**src/rtl/alu_issuer.sv**
```systemverilog
`default_nettype none
// ============================================================================
//  Module   : alu_issuer
//  Purpose  : Decodes one RV32I ALU-class instruction at a time, drives the
//             operands and op code to an external combinational ALU, then
//             captures and holds the result until downstream takes it.
//             Define ALU_ISSUER_BRANCH_EN to also issue BEQ/BNE as SUB.
//  Revision : 1.0  initial release
// ============================================================================
module alu_issuer (
    input  logic        clock,
    input  logic        reset_n,
    input  logic        instrValid,
    output logic        instrReady,
    input  logic [31:0] instruction,
    input  logic [31:0] rs1Data,
    input  logic [31:0] rs2Data,
    output logic [3:0]  ALUControl,
    output logic [31:0] input1,
    output logic [31:0] input2,
    input  logic [31:0] ALUOut,
    input  logic        zero,
    output logic        resultValid,
    input  logic        resultReady,
    output logic [31:0] result,
    output logic        resultZero,
    output logic        illegal
);

    localparam logic [6:0] c_OP_REG    = 7'b0110011;
    localparam logic [6:0] c_OP_IMM    = 7'b0010011;
    localparam logic [6:0] c_OP_LOAD   = 7'b0000011;
    localparam logic [6:0] c_OP_STORE  = 7'b0100011;
`ifdef ALU_ISSUER_BRANCH_EN
    localparam logic [6:0] c_OP_BRANCH = 7'b1100011;
`endif

    localparam logic [3:0] c_ALU_AND  = 4'b0000;
    localparam logic [3:0] c_ALU_OR   = 4'b0001;
    localparam logic [3:0] c_ALU_ADD  = 4'b0010;
    localparam logic [3:0] c_ALU_SUB  = 4'b0110;
    localparam logic [3:0] c_ALU_SLT  = 4'b0111;
    localparam logic [3:0] c_ALU_NONE = 4'b1111;

    typedef enum logic [1:0] {
        S_IDLE = 2'd0,
        S_EXEC = 2'd1,
        S_RESP = 2'd2
    } state_t;

    state_t      r_state;
    state_t      w_state_next;

    logic [3:0]  r_alu_ctrl;
    logic [31:0] r_in1;
    logic [31:0] r_in2;
    logic [31:0] r_result;
    logic        r_res_zero;
    logic        r_illegal;
    logic        r_inv_zero;

    logic        w_legal;
    logic [3:0]  w_ctrl;
    logic [31:0] w_in2;
    logic        w_inv_zero;
    logic [6:0]  w_opcode;
    logic [2:0]  w_funct3;
    logic [6:0]  w_funct7;
    logic [31:0] w_imm_i;
    logic [31:0] w_imm_s;
    logic        w_unused_bits;

    assign w_opcode      = instruction[6:0];
    assign w_funct3      = instruction[14:12];
    assign w_funct7      = instruction[31:25];
    assign w_imm_i       = {{20{instruction[31]}}, instruction[31:20]};
    assign w_imm_s       = {{20{instruction[31]}}, instruction[31:25], instruction[11:7]};
    // Register-number fields are resolved upstream; only operands arrive here.
    assign w_unused_bits = &{1'b0, instruction[19:15]};

    always_comb begin
        w_legal    = 1'b0;
        w_ctrl     = c_ALU_NONE;
        w_in2      = rs2Data;
        w_inv_zero = 1'b0;
        case (w_opcode)
            c_OP_REG: begin
                w_legal = 1'b1;
                if (w_funct7 == 7'b0000000) begin
                    case (w_funct3)
                        3'b000:  w_ctrl = c_ALU_ADD;
                        3'b111:  w_ctrl = c_ALU_AND;
                        3'b110:  w_ctrl = c_ALU_OR;
                        3'b010:  w_ctrl = c_ALU_SLT;
                        default: w_legal = 1'b0;
                    endcase
                end else if (w_funct7 == 7'b0100000 && w_funct3 == 3'b000) begin
                    w_ctrl = c_ALU_SUB;
                end else begin
                    w_legal = 1'b0;
                end
            end
            c_OP_IMM: begin
                w_legal = 1'b1;
                w_in2   = w_imm_i;
                case (w_funct3)
                    3'b000:  w_ctrl = c_ALU_ADD;
                    3'b111:  w_ctrl = c_ALU_AND;
                    3'b110:  w_ctrl = c_ALU_OR;
                    3'b010:  w_ctrl = c_ALU_SLT;
                    default: w_legal = 1'b0;
                endcase
            end
            c_OP_LOAD: begin
                w_legal = 1'b1;
                w_ctrl  = c_ALU_ADD;
                w_in2   = w_imm_i;
            end
            c_OP_STORE: begin
                w_legal = 1'b1;
                w_ctrl  = c_ALU_ADD;
                w_in2   = w_imm_s;
            end
`ifdef ALU_ISSUER_BRANCH_EN
            // Branches compare by subtraction; BNE reports the inverted flag.
            c_OP_BRANCH: begin
                if (w_funct3 == 3'b000 || w_funct3 == 3'b001) begin
                    w_legal    = 1'b1;
                    w_ctrl     = c_ALU_SUB;
                    w_inv_zero = w_funct3[0];
                end
            end
`endif
            default: w_legal = 1'b0;
        endcase
    end

    always_ff @(posedge clock or negedge reset_n) begin
        if (!reset_n) begin
            r_state <= S_IDLE;
        end else begin
            r_state <= w_state_next;
        end
    end

    always_comb begin
        w_state_next = r_state;
        instrReady   = 1'b0;
        resultValid  = 1'b0;
        case (r_state)
            S_IDLE: begin
                instrReady = 1'b1;
                if (instrValid) begin
                    w_state_next = w_legal ? S_EXEC : S_RESP;
                end
            end
            S_EXEC: begin
                w_state_next = S_RESP;
            end
            S_RESP: begin
                resultValid = 1'b1;
                if (resultReady) begin
                    w_state_next = S_IDLE;
                end
            end
            default: w_state_next = S_IDLE;
        endcase
    end

    always_ff @(posedge clock or negedge reset_n) begin
        if (!reset_n) begin
            r_alu_ctrl <= c_ALU_NONE;
            r_in1      <= 32'd0;
            r_in2      <= 32'd0;
            r_result   <= 32'd0;
            r_res_zero <= 1'b0;
            r_illegal  <= 1'b0;
            r_inv_zero <= 1'b0;
        end else begin
            case (r_state)
                S_IDLE: begin
                    if (instrValid) begin
                        if (w_legal) begin
                            r_alu_ctrl <= w_ctrl;
                            r_in1      <= rs1Data;
                            r_in2      <= w_in2;
                            r_inv_zero <= w_inv_zero;
                        end else begin
                            r_alu_ctrl <= c_ALU_NONE;
                            r_result   <= 32'd0;
                            r_res_zero <= 1'b1;
                            r_illegal  <= 1'b1;
                        end
                    end
                end
                S_EXEC: begin
                    r_result   <= ALUOut;
                    r_res_zero <= zero ^ r_inv_zero;
                    r_illegal  <= 1'b0;
                end
                default: ;
            endcase
        end
    end

    assign ALUControl = r_alu_ctrl;
    assign input1     = r_in1;
    assign input2     = r_in2;
    assign result     = r_result;
    assign resultZero = r_res_zero;
    assign illegal    = r_illegal;

endmodule
`default_nettype wire

```
**config.mk**
```make
export PLATFORM = sky130hd
export DESIGN_NAME = alu_issuer
export DESIGN_NICKNAME = d
export VERILOG_FILES = /design/src/rtl/alu_issuer.sv
export SDC_FILE = /design/constraint.sdc
export NUM_CORES = 1
export LEC_CHECK = 0
export BUFFER_PORTS_ARGS = -buffer_cell sky130_fd_sc_hd__buf_2
export CAP_MARGIN = 10
export CORE_UTILIZATION = 45
export DETAILED_ROUTE_END_ITERATION = 8
export PLACE_DENSITY = 0.86
export SETUP_SLACK_MARGIN = 0.15
export SYNTH_ARGS = -nofsm -noshare
export SYNTH_HDL_FRONTEND = slang
export SYNTH_SLANG_ARGS = --single-unit
```
**constraint.sdc**
```tcl
create_clock -name clock -period 1.92 [get_ports clock]
set_input_delay 0.096 -clock clock [delete_from_list [all_inputs] [get_ports clock]]
set_output_delay 0.096 -clock clock [all_outputs]
set_load 0.03 [all_outputs]
```
# After elaboration in Yosys (flattened, before gate mapping)
# Index checks and enable logic that the tools add are counted.
[word_totals] reg_bits=104 latch_bits=0 mem_bits_rw=0 rom_bits=0 in_bits=133 out_inout_bits=104 wordCells=55 memories=0
[op_classes] n_addsub=0 multipliers=0 div=0 magnitude_cmp=0 n_eq_ne=13 shifts=0 mux=23 bitwise_logic=0 n_reduce_logical=12
[ops] op="32-bit one-hot mux with 2 select lines" count=2
[ops] op="32-bit two-way mux" count=2
[ops] op="7-bit by 6-bit equality test with 1-bit output (second input constant)" count=3
[ops] op="4-bit one-hot mux with 4 select lines" count=1
[ops] op="4-bit two-way mux" count=3
[ops] op="4-bit one-hot mux with 3 select lines" count=1
[ops] op="7-bit by 2-bit equality test with 1-bit output (second input constant)" count=1
[ops] op="7-bit by 5-bit equality test with 1-bit output (second input constant)" count=1
[ops] op="7-bit zero test" count=1
[ops] op="1-bit two-way mux" count=7
[ops] op="3-bit equality test (second input constant)" count=2
[ops] op="2-bit two-way mux" count=3
[ops] op="2-bit inequality test (second input constant)" count=3
[ops] op="2-bit one-hot mux with 3 select lines" count=1
[ops] op="3-bit AND reduction" count=2
[ops] op="1-bit one-hot mux with 2 select lines" count=2
[ops] op="2-bit AND reduction" count=2
[ops] op="2-bit OR reduction" count=2
[ops] op="4-bit OR reduction" count=1
[ops] op="3-bit by 2-bit equality test with 1-bit output (second input constant)" count=1
[ops] op="3-bit zero test" count=1
[ops] op="1-bit one-hot mux with 3 select lines" count=1
[ops] op="2-bit by 1-bit equality test with 1-bit output (second input constant)" count=1
[ops] op="2-bit equality test (second input constant)" count=1
[ops] op="other kinds (3)" count=3

# Longest topological paths before layout
# Gate-level depths: netlist of the first run.
[logic_depth] ltp_word=8 depth_mapped=7 depth_no_buf=5

# Worst setup path before layout of the first run
# OpenSTA, ideal clock, no wires.
[synth_timing] kind="flip-flop to flip-flop" from="register r_state[1]" to="register r_in2[10], in the netlist input2[10]" setup_time_ns=0.125 t_arrival_ns=1.920 t_required_ns=1.795 slack_ns=-0.124 stages_incl_launch_ff=6 path_buffers=1 period_less_slack_ns=2.044 path_cell_list="dfrtp_1 -> nor2_1 -> nand2_1 -> nor3_4 -> buf_4 -> mux2_2"
[synth_between] elab_chain_cells=2
[synth_lines] item="start, declared" line="51" text="state_t r_state;"
[synth_lines] item="start signal, assigned" line="142" text="r_state <= w_state_next;"
[synth_lines] item="2-bit zero test" line="180" text="case (r_state)"
[synth_lines] item="3-bit AND reduction (no source line)"
[synth_lines] item="end signal, assigned" line="186" text="r_in2 <= w_in2;"
[synth_lines] item="end, declared" line="56" text="logic [31:0] r_in2;"
# No other way between the ends.
# A chain may end at the register's enable or synchronous reset.

# Final worst setup path of the first run
[layout_timing] from="register r_state[1]" to="register r_in2[7], in the netlist input2[7]"
# Same word-level chain as after synthesis.

==> results of run 1 <==
[Yosys cell counts]
cell type	n	share of area
buf_2	4	0.0044
and3_1	3	0.0041
nor3_4	1	0.0036
o21ai_0	3	0.0033
nand4b_1	1	0.0019
a211oi_2	1	0.0028
o31ai_1	6	0.0099
nor3_1	3	0.0033
nand2_1	70	0.058
and2_1	1	0.0014
mux2_2	47	0.12
dfstp_2	4	0.023
dfrtp_1	100	0.55
nor2b_1	4	0.0055
mux2i_1	21	0.046
nand2b_1	6	0.0083
o21bai_1	1	0.0017
nand3_1	2	0.0022
nor4_1	2	0.0028
a21o_1	1	0.0017
mux2_1	2	0.0050
inv_1	25	0.021
o21a_1	3	0.0050
a211oi_1	1	0.0017
a31oi_2	1	0.0028
clkbuf_1	16	0.013
a221oi_1	4	0.0077
nor2_1	14	0.012
buf_4	5	0.0083
a21oi_1	59	0.065
buf_6	2	0.0050
[critical path: cells and delay by family (launching register included)]
| kind | cells | cell delay (ns) |
|---|---|---|
| buf+inv | 2 | 0.32 |
| mux | 1 | 0.34 |
| flops | 1 | 0.46 |
| simple gates | 3 | 0.44 |
[timing repair]
item / CTS / global route
setup buffers: 1 / 1
cloned: 1 / 2
endpoints found under the setup margin: 29 / 55
hold endpoints to repair: 100 / 0
hold buffers: 66 / 0
resized for setup: 0 / 7
pin swaps: 1 / 1
[per-stage QoR]
stage	util	cell area, µm²	total power [µW]	std cells	hold slack, ns
after detailed placement	0.600	5870	3530	766	0.113
final	0.700	6850	5010	854	0.0288
after global placement	0.600	5870	3490	766	0.0976
after floorplan	-	4540	3090	413	-0.200
after CTS	0.693	6770	5030	850	0.0149
after global routing	0.700	6850	5230	854	0.0272
[report_power, final]
| part | total, µW | internal (µW) | switching (µW) | leakage [µW] |
|---|---|---|---|---|
| Sequential | 2460 | 2360 | 97.0 | 0.00131 |
| Combinational | 1150 | 461 | 690 | 0.00213 |
| Clock | 1400 | 623 | 781 | 0.0000990 |
| Total | 5010 | 3450 | 1570 | 0.00354 |
[final timing paths]
check | from | to | slack, ns | depth (start not counted)
max | r_state[1] | input2[7] | 0.25 | 6
min reg2reg | illegal | illegal | 0.49 | 1
max reg2reg | r_state[1] | input2[7] | 0.25 | 6
min in group asynchronous | reset_n | result[31] | 0.25 | 2
min | zero | resultZero | 0.03 | 3
max in group asynchronous | reset_n | result[13] | 0.98 | 3
[state kept, by name (all words and copies together), names as in the netlist]
name and count:
ALUControl 4, illegal 1, input1 32, input2 32, r_state 2, result 32
resultZero 1
[layer usage]
| layer | global-route usage | wire, µm | vias to the layer above |
|---|---|---|---|
| li1 | - | - | 2000 |
| met1 | 0.275 | 5220 | 2086 |
| met2 | 0.471 | 7190 | 182 |
| met3 | 0.0657 | 853 | 28 |
| met4 | 0.102 | 303 | 0 |
| met5 | 0 | 0 | - |
[final cells by class]
class	count	share of cell area
diodes	1	0.000365
multi-input cells	257	0.248
inverters	25	0.0137
well taps	133	0.0243
clock buffers	10	0.0186
repair buffers	318	0.303
clock inverters	6	0.0110
flip-flops and latches	104	0.381
[kinds of logic (layout without fill, tap and decap cells)]
| kind of cell | Yosys count | after routing | share of synthesized area |
|---|---|---|---|
| other | 0 | 1 | 0 |
| AND/OR/NAND/NOR | 107 | 107 | 0.103 |
| multiplexers | 70 | 70 | 0.168 |
| AO/OA/AOI/OAI | 80 | 80 | 0.102 |
| flip-flops | 104 | 104 | 0.576 |
| buffers and inverters | 52 | 359 | 0.0517 |
==> results.cfg, run 1 <==
[drt]
final_antenna_net_count = 0
wl_um = 13600
vias = 4296
vias_per_cell = 5.03
drt_iter0_drc = 130
drc = 0
drt_pre_antenna_iters = 5
drt-wirelength-per-cell_um = 15.9

[clock_network]
cts.sinks = 104
root_buffer = clkbuf_8
cts_buffer_depth = 2
htree_levels = 3
cts_tree = built
clock_latency_ns = 0.36
clk_pin_slew_ns = 0.10
cts_buffers = 9

[synth]
yosysWarnings = 0
syn_nets = 546
synth-seq-cells = 104
syn_area_um2 = 4530
syn_avg_cell_area_um2 = 11.0
synth_seq_area_share = 0.576
syn-instance-count = 413
synth_cell_type_count = 31

[power]
max-vdd-ir-drop_v = 0.000540
powerDensity_nw_per_um2 = 732
p_leak_uw = 0.00354

[sta]
setup-tns-final_ns = 0
min_period_ns = 1.67
layout_setup_ws_ns = 0.249
worst_clock_skew_ns = 0.0132
final_hold_viol_count = 0
timing.final.crit_share = 0.870
timing.fmax_mhz = 598
final_max_slew_viol_count = 0
tightest_slew_ns = 0.530
finalSetupViolCount = 0
rsz0062_at_grt = false
slew_headroom = 0.647

[setup_path]
crit_fanout = 12
cpPeakStageDelay_ns = 0.46
cp_data_arrival_time_ns = 1.91
crit_chain = nor2_4 > nand2_2 > nor3_4 > buf_6 > clkbuf_16 > mux2_2
cp_slowest_cell = dfrtp_2
start_kind = flip-flop
cp-end-kind = flip-flop
worst-setup-path-type = flip-flop to flip-flop
worstPathRequired_ns = 2.16

[floorplan]
start_util = 0.463
rows = 36
die-height_um = 102
dieArea_um2 = 10500
core_um2 = 9770
io_pins = 237
die_width_um = 102

[global_routing]
track_usage = 0.254
grt_pass1_vias = 4464
antenna_found_initial = 1
gr-total-overflow = 0
grt_pass1_wl_um = 20200
grt_max_degree = 54

[place]
port_buffers = 231
dp_slack_ns = 0.0227
hpwl_um = 8590
globalplace.congestion = 0.777

[job]
maxCapViolCount = 0

[layout]
ff_latch_area_um2 = 2610
final_common_cell = buf_2
fin_nets = 848
area_delta_synth_final_pct = 51.2
drive_gt1_frac = 0.451
multi_input_area_um2 = 1700
fillerInstances = 720
final_cell_mix = buf_2, dfrtp_1, nand2_1, dlygate4sd3_1, a21oi_1

[run_status]
status = finished clean

[hold_path]
holdCritPathClass = input pin to flip-flop
(Power assumes the default switching activity.)
==> run 2: changes to the inputs <==
Settings changed: CELL_PAD_IN_SITES_DETAIL_PLACEMENT set to 1, CELL_PAD_IN_SITES_GLOBAL_PLACEMENT set to 2, CORE_UTILIZATION 45 to 26, PLACE_DENSITY 0.86 to 0.85, RECOVER_POWER set to 25, SKIP_CTS_REPAIR_TIMING set to 1.
==> run 2 against run 1 <==
The flow now finishes with violations (hold timing). Non-clock buffer count shrank 11. First-iteration DRC count shrank 1.5%. Worst hold slack lost 0.040 ns. Final area grew 1.1%. Critical path type unchanged. Largest power group unchanged.
==> results.cfg, run 2 (synthesis results as in run 1) <==
[run_status]
status = finished with violations
violations = hold timing

[drt]
drt_pre_antenna_iters = 4
final_antenna_net_count = 0
drc = 0
vias_per_cell = 4.60
vias = 4273
drt_iter0_drc = 128
wl_um = 15100
drt-wirelength-per-cell_um = 16.3

[global_routing]
grt_pass1_vias = 4421
grt_pass1_wl_um = 21900
grt_max_degree = 60
track_usage = 0.156
gr-total-overflow = 0
antenna_found_initial = 0

[floorplan]
die_width_um = 134
dieArea_um2 = 18000
io_pins = 237
core_um2 = 16800
rows = 47
die-height_um = 134
start_util = 0.269

[sta]
timing.final.crit_share = 0.873
tightest_slew_ns = 0.844
min_period_ns = 1.68
worst_hold_slack_ns = -0.0113
rsz0062_at_grt = false
worst_clock_skew_ns = 0.00872
layout_setup_ws_ns = 0.244
finalSetupViolCount = 0
final_max_slew_viol_count = 0
slew_headroom = 0.438
final_hold_viol_count = 3
timing.fmax_mhz = 597

[setup_path]
cp_slowest_cell = dfrtp_2
path_delay_family = flip-flops
path_buf_inv = 2
crit_fanout = 21
crit_chain = nor2_4 > nand2_2 > nor3_4 > buf_12 > clkbuf_16 > mux2_2
worstPathRequired_ns = 2.15
cpPeakStageDelay_ns = 0.44
worst-setup-path-type = flip-flop to flip-flop
start_kind = flip-flop
cp-end-kind = flip-flop
cp_data_arrival_time_ns = 1.90

[place]
globalplace.congestion = 0.857
place_inst = 853
dpl_cell_area_um2 = 6000
dp_slack_ns = -0.0202
port_buffers = 231
hpwl_um = 10300

[layout]
fin_nets = 837
fillerInstances = 1949
final_common_cell = buf_2
area_delta_synth_final_pct = 52.8
drive_gt1_frac = 0.455
final_cell_mix = buf_2, dfrtp_1, nand2_1, a21oi_1, dlygate4sd3_1
fin_cells = 928
post-route-cell-area_um2 = 6920
antennaDiodeCount = 0

[power]
p_seq_frac = 0.449
p_int_uw = 3860
p_leak_uw = 0.00353
powerDensity_nw_per_um2 = 791
max-vdd-ir-drop_v = 0.000354
p_switching_uw = 1620
switching_share = 0.296
power_frac_comb = 0.210
power_uw = 5480
clkPwrFrac = 0.341

[hold_path]
holdCritPathClass = input pin to flip-flop

[clock_network]
clk_pin_slew_ns = 0.07
cts_tree = built
cts_buffer_depth = 2
htree_levels = 3
clock_latency_ns = 0.35
cts_buffers = 9
cts.sinks = 104
root_buffer = clkbuf_16

[job]
maxCapViolCount = 0
==> run 2: changes by cell type in the layout (fill, tap and decap cells not counted), sizes merged <==
cell,previous run,this run
buf,250,247
inv,27,26
diode,1,0
dlygate4sd3,66,58
==> run 2: power groups by stage <==
stage	clock (µW)	combinational (µW)	sequential, µW
after floorplan	0	265	2820
after detailed placement	0	1070	2500
final	1870	1150	2460
after CTS	1940	1070	2460
after global routing	2030	1230	2480
after global placement	0	1030	2490
==> run 2: final timing paths <==
path	end	cells past startpoint	slack, ns	from
max	input2[5]	6	0.24	r_state[1]
min	result[12]	3	-0.01	ALUOut[12]
max reg2reg	input2[5]	6	0.24	r_state[1]
min reg2reg	illegal	1	0.48	illegal
max in group asynchronous	result[4]	3	0.56	reset_n
min in group asynchronous	input2[17]	2	0.18	reset_n
==> run 2: routing by layer <==
layer	track usage	routed length (µm)	vias up
li1	-	-	1970
met4	0.0745	381	0
met1	0.171	5850	2123
met2	0.281	8010	152
met5	0	0	-
met3	0.0378	899	28
==> run 2: layout make-up <==
type	count	area, µm²	share of cell area
clock inverter	5	56.3	0.00813
clock buffer	10	239	0.0345
sequential	104	2610	0.377
multi-input combinational	257	1700	0.246
inverter	25	93.8	0.0136
tap	220	275	0.0398
timing repair buffer	307	1950	0.282
==> run 2: per-stage QoR <==
step                TNS, ns  utilization
global placement          0        0.357
finish                    0        0.412
detailed placement  -0.0202        0.357
CTS                       0        0.374
floorplan                 0            -
global route              0        0.412
==> run 2: worst min-delay path, stage by stage <==
cell,delay [ns]
buf_2,0.10
nand2_1,0.05
a21oi_1,0.05
==> run 3: changes to the inputs <==
Settings changed: BUFFER_PORTS_ARGS -buffer_cell sky130_fd_sc_hd__buf_2 to -buffer_cell sky130_fd_sc_hd__buf_4, RECOVER_POWER 25 to 50.
==> run 3 against run 2 <==
The flow still finishes with violations (hold timing). Non-clock buffer count shrank 10. Final area up 2.6%. Maximum frequency is essentially flat. Critical path depth unchanged. Routed wire length increased by 2.5%. Final cell count decreased by 0.97%. Critical endpoint is now input1[8]. Largest cell class unchanged. Largest power group unchanged.
==> results.cfg, run 3 (synthesis results as in run 1) <==
[run_status]
status = finished with violations
violations = hold timing

[sta]
final_max_slew_viol_count = 0
timing.fmax_mhz = 596
rsz0062_at_grt = false
worst_hold_slack_ns = -0.0120
min_period_ns = 1.68
finalSetupViolCount = 0
tightest_slew_ns = 0.901
slew_headroom = 0.399
timing.final.crit_share = 0.874
final_hold_viol_count = 9
setup-tns-final_ns = 0
worst_clock_skew_ns = 0.00821

[job]
maxCapViolCount = 0

[clock_network]
cts_tree = built
cts_buffers = 9
cts.sinks = 104
clock_latency_ns = 0.35
cts_buffer_depth = 2
htree_levels = 3
root_buffer = clkbuf_16
clk_pin_slew_ns = 0.08

[layout]
area_delta_synth_final_pct = 56.9
antennaDiodeCount = 0
fin_cells = 919
drive_gt1_frac = 0.356
final_cell_mix = buf_4, dfrtp_1, clkbuf_1, nand2_1, a21oi_1
fin_nets = 827
final_common_cell = buf_4

[setup_path]
reg2regPathDepth = 6
cpPeakStageDelay_ns = 0.45
cp_slowest_cell = dfrtp_2
path_buf_inv = 2
cp-end-kind = flip-flop
start_kind = flip-flop
crit_cells = 6
crit_fanout = 19
crit_chain = nor2_4 > nand2_2 > nor3_4 > buf_12 > clkbuf_16 > mux2_2
worstPathRequired_ns = 2.16
worst-setup-path-type = flip-flop to flip-flop
cp_data_arrival_time_ns = 1.92
path_delay_family = flip-flops

[hold_path]
holdPathStages = 3
holdCritPathClass = input pin to flip-flop

[place]
place_inst = 854
port_buffers = 231
hpwl_um = 10700
globalplace.congestion = 0.833

[drt]
wl_um = 15500
drt-wirelength-per-cell_um = 16.9
drt_pre_antenna_iters = 4
drc = 0
vias = 4156
drt_iter0_drc = 113
final_antenna_net_count = 0
vias_per_cell = 4.52

[floorplan]
rows = 47
start_util = 0.269
core_um2 = 16800
dieArea_um2 = 18000
die-height_um = 134
die_width_um = 134
io_pins = 237

[global_routing]
grt_max_degree = 47
grt_pass1_wl_um = 21900
track_usage = 0.157
gr-total-overflow = 0
grt_pass1_vias = 4293
antenna_found_initial = 0

[power]
max-vdd-ir-drop_v = 0.000355
p_leak_uw = 0.00334
powerDensity_nw_per_um2 = 785
run 3: metal layers:
metal  vias to the layer above  global-route usage  part of all wire
met3                        29              0.0404             0.062
met2                       152               0.267              0.51
met4                         0              0.0840             0.029
li1                       1946                   -                 -
met5                         -                   0                 0
met1                      2029               0.182              0.39
run 3: final timing paths:
kind | startpoint | endpoint | slack, ns
max in group asynchronous | reset_n | input2[7] | 0.67
worst min-delay path | ALUOut[18] | result[18] | -0.01
min in group asynchronous | reset_n | input1[15] | 0.38
worst min register to register | illegal | illegal | 0.49
worst max-delay path | r_state[1] | input1[8] | 0.24
worst max register to register | r_state[1] | input1[8] | 0.24
run 3: worst register-to-register path, cell delays in order, from the launching register on:
cell	delay [ns]
dfrtp_2	0.45
nor2_4	0.16
nand2_2	0.10
nor3_4	0.15
buf_12	0.15
clkbuf_16	0.20
mux2_2	0.35
run 3: final cells by class:
| type | instances | area, µm² |
|---|---|---|
| Clock buffer | 9 | 225 |
| Clock inverter | 7 | 77.6 |
| Fill cell | 1955 | 9710 |
| Inverter | 25 | 93.8 |
| Multi-Input combinational cell | 257 | 1700 |
| Sequential cell | 104 | 2610 |
| Tap cell | 220 | 275 |
| Timing Repair Buffer | 297 | 2120 |
run 3: through the flow:
step	util	power (µW)	setup slack [ns]	area [µm²]	hold slack, ns
after floorplan	-	3090	0.208	4540	-0.200
after global placement	0.390	3700	0.0735	6560	0.0750
after detailed placement	0.390	3730	0.0425	6560	0.0751
after CTS	0.408	5670	0.110	6860	-0.313
after global routing	0.422	5840	0.158	7100	0.000882
final	0.422	5580	0.242	7100	-0.0120
run 3: report_power, final:
group          total (µW)  switching, µW  internal (µW)  leakage [µW]
clock                1900            873           1030      0.000153
combinational        1210            705            508       0.00188
sequential           2460           98.6           2360       0.00131
total                5580           1680           3900       0.00334
